### config.mk
export PLATFORM = sky130hd
export DESIGN_NAME = fir_coef_loader
export DESIGN_NICKNAME = d
export VERILOG_FILES = /design/src/rtl/fir_coef_loader.sv
export SDC_FILE = /design/constraint.sdc
export NUM_CORES = 1
export LEC_CHECK = 0
export BUFFER_PORTS_ARGS = -buffer_cell sky130_fd_sc_hd__buf_2
export CORE_UTILIZATION = 46
export CTS_BUF_LIST = sky130_fd_sc_hd__clkbuf_2 sky130_fd_sc_hd__clkbuf_4 sky130_fd_sc_hd__clkbuf_8
export DETAILED_ROUTE_END_ITERATION = 16
export PLACE_DENSITY = 0.73
export SYNTH_ARGS = -nofsm -noshare
export SYNTH_HDL_FRONTEND = slang
export SYNTH_SLANG_ARGS = --single-unit
### constraint.sdc
create_clock -name clk -period 3.48 [get_ports clk]
set_input_delay 0.696 -clock clk [delete_from_list [all_inputs] [get_ports clk]]
set_output_delay 0.696 -clock clk [all_outputs]
set_load 0.02 [all_outputs]
### src/rtl/fir_coef_loader.sv
// fir_coef_loader: streams a coefficient frame into a shadow bank
// and commits it to the live FIR coefficient bus on a sample strobe.
module fir_coef_loader #(
  parameter int NTAPS = 10,
  parameter int CW    = 8
) (
  input  logic                clk,
  input  logic                rst_p,
  input  logic                ena,
  input  logic                load_valid,
  input  logic [CW-1:0]       load_data,
  input  logic                load_last,
  output logic                load_ready,
  output logic [NTAPS*CW-1:0] coef_out,
  output logic                busy,
  output logic                commit,
  output logic                frame_err
);

  localparam int IW = $clog2(NTAPS);
  localparam logic [IW-1:0] LAST_IDX = IW'(NTAPS - 1);

  typedef enum logic [1:0] {
    S_IDLE,
    S_LOAD,
    S_DRAIN,
    S_PEND
  } state_t;

  state_t                     r_state;
  state_t                     w_state_nx;
  logic [IW-1:0]              r_idx;
  logic [IW-1:0]              w_idx_nx;
  logic [IW-1:0]              w_widx;
  logic [NTAPS-1:0][CW-1:0]   r_shadow;
  logic [NTAPS-1:0][CW-1:0]   r_coef;
  logic                       r_commit;
  logic                       r_err;
  logic                       w_commit_nx;
  logic                       w_err_nx;
  logic                       w_acc;
  logic                       w_wr;

  assign load_ready = (r_state != S_PEND);
  assign busy       = (r_state != S_IDLE);
  assign w_acc      = load_valid & load_ready;
  assign w_widx     = (r_state == S_IDLE) ? '0 : r_idx;
  assign coef_out   = r_coef;
  assign commit     = r_commit;
  assign frame_err  = r_err;

  // Next-state, word index and pulse decode from the registered state.
  always_comb begin
    w_state_nx  = r_state;
    w_idx_nx    = r_idx;
    w_commit_nx = 1'b0;
    w_err_nx    = 1'b0;
    w_wr        = 1'b0;
    unique case (r_state)
      S_IDLE: begin
        if (w_acc) begin
          w_wr = 1'b1;
          if (load_last) begin
            w_err_nx = 1'b1;
            w_idx_nx = '0;
          end else begin
            w_idx_nx   = IW'(1);
            w_state_nx = S_LOAD;
          end
        end
      end
      S_LOAD: begin
        if (w_acc) begin
          w_wr = 1'b1;
          if (r_idx == LAST_IDX) begin
            w_idx_nx = '0;
            if (load_last) begin
              w_state_nx = S_PEND;
            end else begin
              w_err_nx   = 1'b1;
              w_state_nx = S_DRAIN;
            end
          end else if (load_last) begin
            w_idx_nx   = '0;
            w_err_nx   = 1'b1;
            w_state_nx = S_IDLE;
          end else begin
            w_idx_nx = r_idx + IW'(1);
          end
        end
      end
      S_DRAIN: begin
        if (w_acc && load_last) begin
          w_state_nx = S_IDLE;
        end
      end
      S_PEND: begin
        if (ena) begin
          w_commit_nx = 1'b1;
          w_state_nx  = S_IDLE;
        end
      end
      default: begin
        w_state_nx = S_IDLE;
        w_idx_nx   = '0;
      end
    endcase
  end

  // State, index and status pulse registers.
  always_ff @(posedge clk) begin
    if (rst_p) begin
      r_state  <= S_IDLE;
      r_idx    <= '0;
      r_commit <= 1'b0;
      r_err    <= 1'b0;
    end else begin
      r_state  <= w_state_nx;
      r_idx    <= w_idx_nx;
      r_commit <= w_commit_nx;
      r_err    <= w_err_nx;
    end
  end

  // Shadow bank collects incoming words by tap position.
  always_ff @(posedge clk) begin
    if (rst_p) begin
      r_shadow <= '0;
    end else if (w_wr) begin
      r_shadow[w_widx] <= load_data;
    end
  end

  // Live set: identity after reset, whole shadow copied on commit.
  always_ff @(posedge clk) begin
    if (rst_p) begin
      r_coef    <= '0;
      r_coef[0] <= CW'(1);
    end else if (w_commit_nx) begin
      r_coef <= r_shadow;
    end
  end

endmodule

==> results of run 1 <==
logic make-up after synthesis:
kind of cell / Yosys count / synth area share [%]
xor+xnor: 1 / 0.137
flops: 168 / 52.5
simple gates: 294 / 23.1
mux: 81 / 12.7
fa+ha+maj: 4 / 0.782
compound gates: 91 / 7.35
buf+inv: 57 / 3.50
registers in the layout, indices dropped and copies added (netlist names):
register   flops
coef_out      80
commit         1
r_state        2
r_shadow      80
frame_err      1
r_idx          4
power groups by stage:
stage	registers (uW)	clock network [uW]	logic, uW
finish	1940	1540	110
global route	1940	1650	119
CTS	1940	1570	110
detailed placement	1980	0	110
global placement	1980	0	107
floorplan	1980	0	79.4
worst min-delay path: cells and delay by family (launching register included):
family	cells	cell delay [ns]
and+or+nand+nor	1	0.05
DFF	1	0.31
AOI/OAI and AO/OA	1	0.05
worst max path at each step:
stage	cells past startpoint	to	slack [ns]
finish	4	coef_out[41]	1.08
global route	4	coef_out[40]	0.84
CTS	4	coef_out[61]	1.03
detailed placement	5	coef_out[61]	1.04
global placement	5	coef_out[78]	1.13
floorplan	4	r_shadow[16]	1.77
metrics by stage:
step	setup slack [ns]	cells	instance area [um2]	power [uW]
6_report	1.08	953	7420	3580
5_1_grt	0.843	953	7420	3710
4_1_cts	1.03	953	7420	3620
3_5_place_dp	1.04	921	6960	2090
3_3_place_gp	1.13	921	6960	2090
2_1_floorplan	1.77	696	6400	2060
layout make-up:
| cell class | instances | area (um2) |
|---|---|---|
| Timing Repair Buffer | 102 | 541 |
| Multi-Input combinational cell | 471 | 2820 |
| Inverter | 4 | 15.0 |
| Clock inverter | 10 | 165 |
| Tap cell | 176 | 220 |
| Clock buffer | 22 | 290 |
| Fill cell | 1216 | 5980 |
| Sequential cell | 168 | 3360 |
routing by layer:
metal  vias to the layer above  part of all wire (%)
li1                       2417                     -
met1                      2310                    46
met2                       125                    48
met3                        21                   4.5
met4                         0                   1.5
met5                         -                     0
placed cells by master (no fill, tap or decap), types with 3 or more instances in the layout:
cell type / synthesis / layout
nand2b_1: 90 / 90
a21oi_1: 83 / 83
and3_1: 4 / 3
nand4b_1: 3 / 3
clkinv_4: 0 / 3
bufinv_16: 0 / 4
buf_2: 4 / 95
nor2b_1: 5 / 5
dfxtp_1: 168 / 168
inv_1: 4 / 4
nand4_2: 3 / 3
ha_1: 4 / 4
nand2_1: 166 / 166
nand3b_1: 4 / 4
mux2i_1: 81 / 81
nand3_2: 4 / 5
clkbuf_8: 0 / 20
buf_4: 1 / 6
==> metrics, run 1 <==
TritonCTS Buffers 17; Yosys warnings 0; Hold Buf Count CTS 0; required time worst endpoint 3.79 ns; status finished clean; crit path kind register to register; crit path max fanout 46; Overflow after GRT 0; CTS H-tree lvls 4; worst skew pair latency 0.45 ns; DRT Pass-1 Iters 7; Fin. Hold Viols 0; Routed wire per std cell around 15 um; Max stage delay on crit path approximately 0.86 ns; register area share after synthesis 52.5%; Rel. slew slack a little under two fifths; Slew Viols, Final 0; global-route met1 utilization 25.7%; setup TNS 0 ns; Worst EP arrival 2.71 ns; IR drop worst, VDD 0.000230 V; Worst Skew 0.0115 ns; Sequential Power Share 54.1%; initial antenna violation count 0; final core occ 55.4%; Clk pwr share 42.9%; Yosys cell types 36; clock sinks 168; Synth async-reset ratio 0%; CTS tree done; top-count cell post-synth dfxtp_1; Comb pwr share between 3 and 4%; EDFF count, synth 0; drt drc 0; FP Rows 42; top cells by count, synth 168 x dfxtp_1, 166 x nand2_1, 90 x nand2b_1, 83 x a21oi_1, 81 x mux2i_1; diode count 0; met3 GRT Util 4.71%; origin of the critical flop-to-flop path r_state[0]; Hold Slack ~0.45 ns; Setup crit start r_state[0]; CTS root buf clkbuf_8; top cells by area, synth dfxtp_1 53%, mux2i_1 13%, nand2_1 9.7%; sw frac 21.1%; Critical R2R Capture coef_out[41]; Tot GR Track Use 20.3%; setup slack, reg-to-reg 1.08 ns; vias in the first global route 4661; first-pass GRT wire length around 23000 um; GR peak layer met2; post_cts resized 0; Clk pin slew, worst setup/hold paths 0.08 ns; Area growth syn-to-layout 15.8%; Via Count 4873; CP endpoint kind register; area leader, netlist dfxtp_1; Synth Net Count 713; largest net degree at the start of global routing 58; drt total wl 14000 um; NumNets Final 781; Leak 0.00330 uW; DRT antenna net count 0; DP HPWL between 9000 and 10000 um; fmax 417 MHz; Yosys reg bits around 170; die width 120 um; Hold Crit Class register to register; CP startpoint kind register; Cell Area, Synth 6400 um2; syn avg cell area 9.20 um2; Max-Cap Viols 0; PwrDens 483 nW/um2; Cells on Worst Hold Path 2; 1st-iter DRT viols 341; Die H 120 um; CTS max path bufs 2; Setup Buffers After CTS 0; share of the synthesized area in the top cell type 52.5%; slew of the pin with the lowest slew margin 0.939 ns; vias per inst 5.11; critical hold path startpoint coef_out[3]; Final GP Congestion 0.859; Top Family by Delay on Critical Path simple AND/OR/NAND/NOR gates; Tcrit/Tclk final 68.9%; Switch Pwr 758 uW; share of cells above drive strength 1 18.5%; initial core utilization 47.8%; slowest library cell on the worst path nand3_2; total die area ~14000 um2; Core Area 13400 um2; Final min period 2.40 ns; sequence of cells on the critical path nand3_2, buf_4, nand2_1, a21oi_1; M2 GR Usage 33.5%; ys flop type dfxtp_1; total internal power 2830 uW; Cells after Synth between 600 and 700; Reg2Reg Depth 4; I/O Buffers 96; WHS Endpoint coef_out[3]; CP bufs+invs 1; RSZ-0062 raised after global routing no; IO Pins 97; # setup viols final 0
Power figures use the tool's default switching activity.
==> run 2, diff against run 1 <==
--- a/config.mk
+++ b/config.mk
@@ -9,7 +9,7 @@
 export CORE_UTILIZATION = 46
 export CTS_BUF_LIST = sky130_fd_sc_hd__clkbuf_2 sky130_fd_sc_hd__clkbuf_4 sky130_fd_sc_hd__clkbuf_8
 export DETAILED_ROUTE_END_ITERATION = 16
-export PLACE_DENSITY = 0.73
+export PLACE_DENSITY = 0.75
 export SYNTH_ARGS = -nofsm -noshare
 export SYNTH_HDL_FRONTEND = slang
 export SYNTH_SLANG_ARGS = --single-unit
==> constraint.sdc (replaced) <==
create_clock -name clk -period 2.1 [get_ports clk]
set_input_delay 0.42 -clock clk [delete_from_list [all_inputs] [get_ports clk]]
set_output_delay 0.42 -clock clk [all_outputs]
set_load 0.02 [all_outputs]
==> metrics, run 2 (synthesis gave the netlist of run 1 again) <==
DP HPWL 8600 um (-6.8%); CP endpoint kind output port; RSZ-0062 raised after global routing no; commonest non-fill, non-tap cell in the layout dfxtp_1; IR drop worst, VDD 0.000399 V (+74%); Hold Crit Class primary input to register; vias per inst 4.99 (-2.4%); Sequential Power Share 55.4% (+1.3 points); Core Area 13400 um2 (unchanged); Cells on Worst Hold Path 3 (+1); setup slack, reg-to-reg 0.36 ns (-0.72 ns); Worst EP arrival 1.53 ns (-1.18 ns); Tcrit/Tclk final 92.6%; fmax 514 MHz; PwrDens 777 nW/um2 (+61%); 1st-iter DRT viols 290 (-15%); Die H 120 um (unchanged); Setup Buffers After CTS 0 (unchanged); NumNets Final 790 (+1.2%); CP bufs+invs 1 (unchanged); Hold Buf Count CTS 0 (unchanged); DRT Pass-1 Iters 5 (-2); Area growth syn-to-layout 16.5%; sequence of cells on the critical path or2_2, buf_2; share of cells above drive strength 1 19.6% (+1.1 points); status finished clean; vias in the first global route 4477 (-3.9%); Max stage delay on crit path 0.61 ns (-0.25 ns); Tot GR Track Use 19.9% (-0.43 points); TritonCTS Buffers 17 (unchanged); Clk pin slew, worst setup/hold paths 0.09 ns (about the same); Max-Cap Viols 0 (unchanged); clock sinks 168 (unchanged); WHS Endpoint r_state[0]; crit path kind register to output port; Final GP Congestion 0.872 (+1.5%); Reg2Reg Depth 3 (-1); IO Pins 97 (unchanged); required time worst endpoint 1.68 ns (-2.11 ns); final core occ 55.7% (+0.34 points); Via Count 4799 (-1.5%); setup TNS 0 ns (unchanged); Leak 0.00332 uW (+0.59%); Switch Pwr 1280 uW (+69%); Critical R2R Capture r_shadow[18]; FP Rows 42 (unchanged); crit path max fanout 16 (-65%); Comb pwr share 3.4% (+0.3 points); largest net degree at the start of global routing 92 (+59%); Overflow after GRT 0 (unchanged); worst skew pair latency 0.46 ns (about the same); diode count 0 (unchanged); CTS max path bufs 2 (unchanged); Rel. slew slack 60.2% (+23 points); most frequent cells in the layout 167 x dfxtp_1, 166 x nand2_1, 95 x buf_2, 90 x nand2b_1, 83 x a21oi_1; die width 120 um (unchanged); DRT antenna net count 0 (unchanged); drt total wl 13700 um (-1.7%); Clk pwr share 41.3% (-1.6 points); initial core utilization 47.8% (unchanged); sw frac 22.1% (+0.95 points); Slew Viols, Final 0 (unchanged); CTS H-tree lvls 4 (unchanged); CP startpoint kind register; first-pass GRT wire length 22300 um (-2.4%); Hold Slack 0.326 ns (-0.127 ns); total die area 14400 um2 (unchanged); Fin. Hold Viols 0 (unchanged); pre-CTS WS 0.298 ns (-0.744 ns); initial antenna violation count 0 (unchanged); CTS root buf clkbuf_8; Routed wire per std cell 14.3 um (-2.7%); CTS tree done; final setup margin 0.154 ns (-0.927 ns); # setup viols final 0 (unchanged); critical hold path startpoint load_valid; slowest library cell on the worst path dfxtp_1; slew of the pin with the lowest slew margin 0.596 ns (-0.343 ns); Top Family by Delay on Critical Path flip-flops; drt drc 0 (unchanged); Final min period ~1.9 ns; Worst Skew 0.0125 ns (+0.000936 ns); I/O Buffers 96 (unchanged); total internal power 4520 uW (+60%); origin of the critical flop-to-flop path r_state[1]
## run 2: power by group through the flow
stage          sequential (uW)  clock (uW)  combinational [uW]
2_1_floorplan             3280           0                 132
3_3_place_gp              3290           0                 197
3_5_place_dp              3290           0                 196
4_1_cts                   3210        2430                 197
5_1_grt                   3210        2570                 211
6_report                  3210        2390                 195
## run 2: repair_timing
action                                  in CTS  in global routing
resized for setup                            0                  1
hold endpoints to repair                     0                  0
endpoints found under the setup margin       0                  1
## run 2: worst register-to-register path, delay by kind of cell, from the launching register on
family | cells | cell delay (ns)
AND/OR/NAND/NOR | 2 | 0.95
multiplexers | 1 | 0.20
flip-flops | 1 | 0.46
## run 2: through the flow
stage / power, uW / cells / instance area, um2
2_1_floorplan: 3410 / 696 / 6400
3_3_place_gp: 3480 / 930 / 7040
3_5_place_dp: 3480 / 930 / 7040
4_1_cts: 5830 / 962 / 7460
5_1_grt: 5990 / 962 / 7460
6_report: 5800 / 962 / 7460
## run 2: cell type report
class	instances	area, um2
clock buffers	20	269
clock inverters	12	150
fillers	1225	5940
inverters	4	15.0
multi-input cells	471	2820
flip-flops and latches	168	3360
well taps	176	220
repair buffers	111	621
## run 2: worst max path at each step
stage / startpoint / end / slack (ns) / cells past startpoint
after floorplan: r_idx[0] / r_state[1] / 0.51 / 6
after global placement: load_valid / r_shadow[17] / 0.34 / 4
after detailed placement: r_state[0] / r_shadow[18] / 0.30 / 3
after CTS: r_state[0] / busy / 0.11 / 2
after global routing: r_state[1] / busy / 0.01 / 2
final: r_state[1] / busy / 0.15 / 2
## run 2: per-layer routing
metal / track usage [%] / part of all wire, % / up-vias
met5: 0 / 0 / -
met2: 30.9 / 46 / 116
met4: 7.27 / 1.3 / 0
met1: 26.8 / 48 / 2230
met3: 4.56 / 5.1 / 12
li1: - / - / 2441
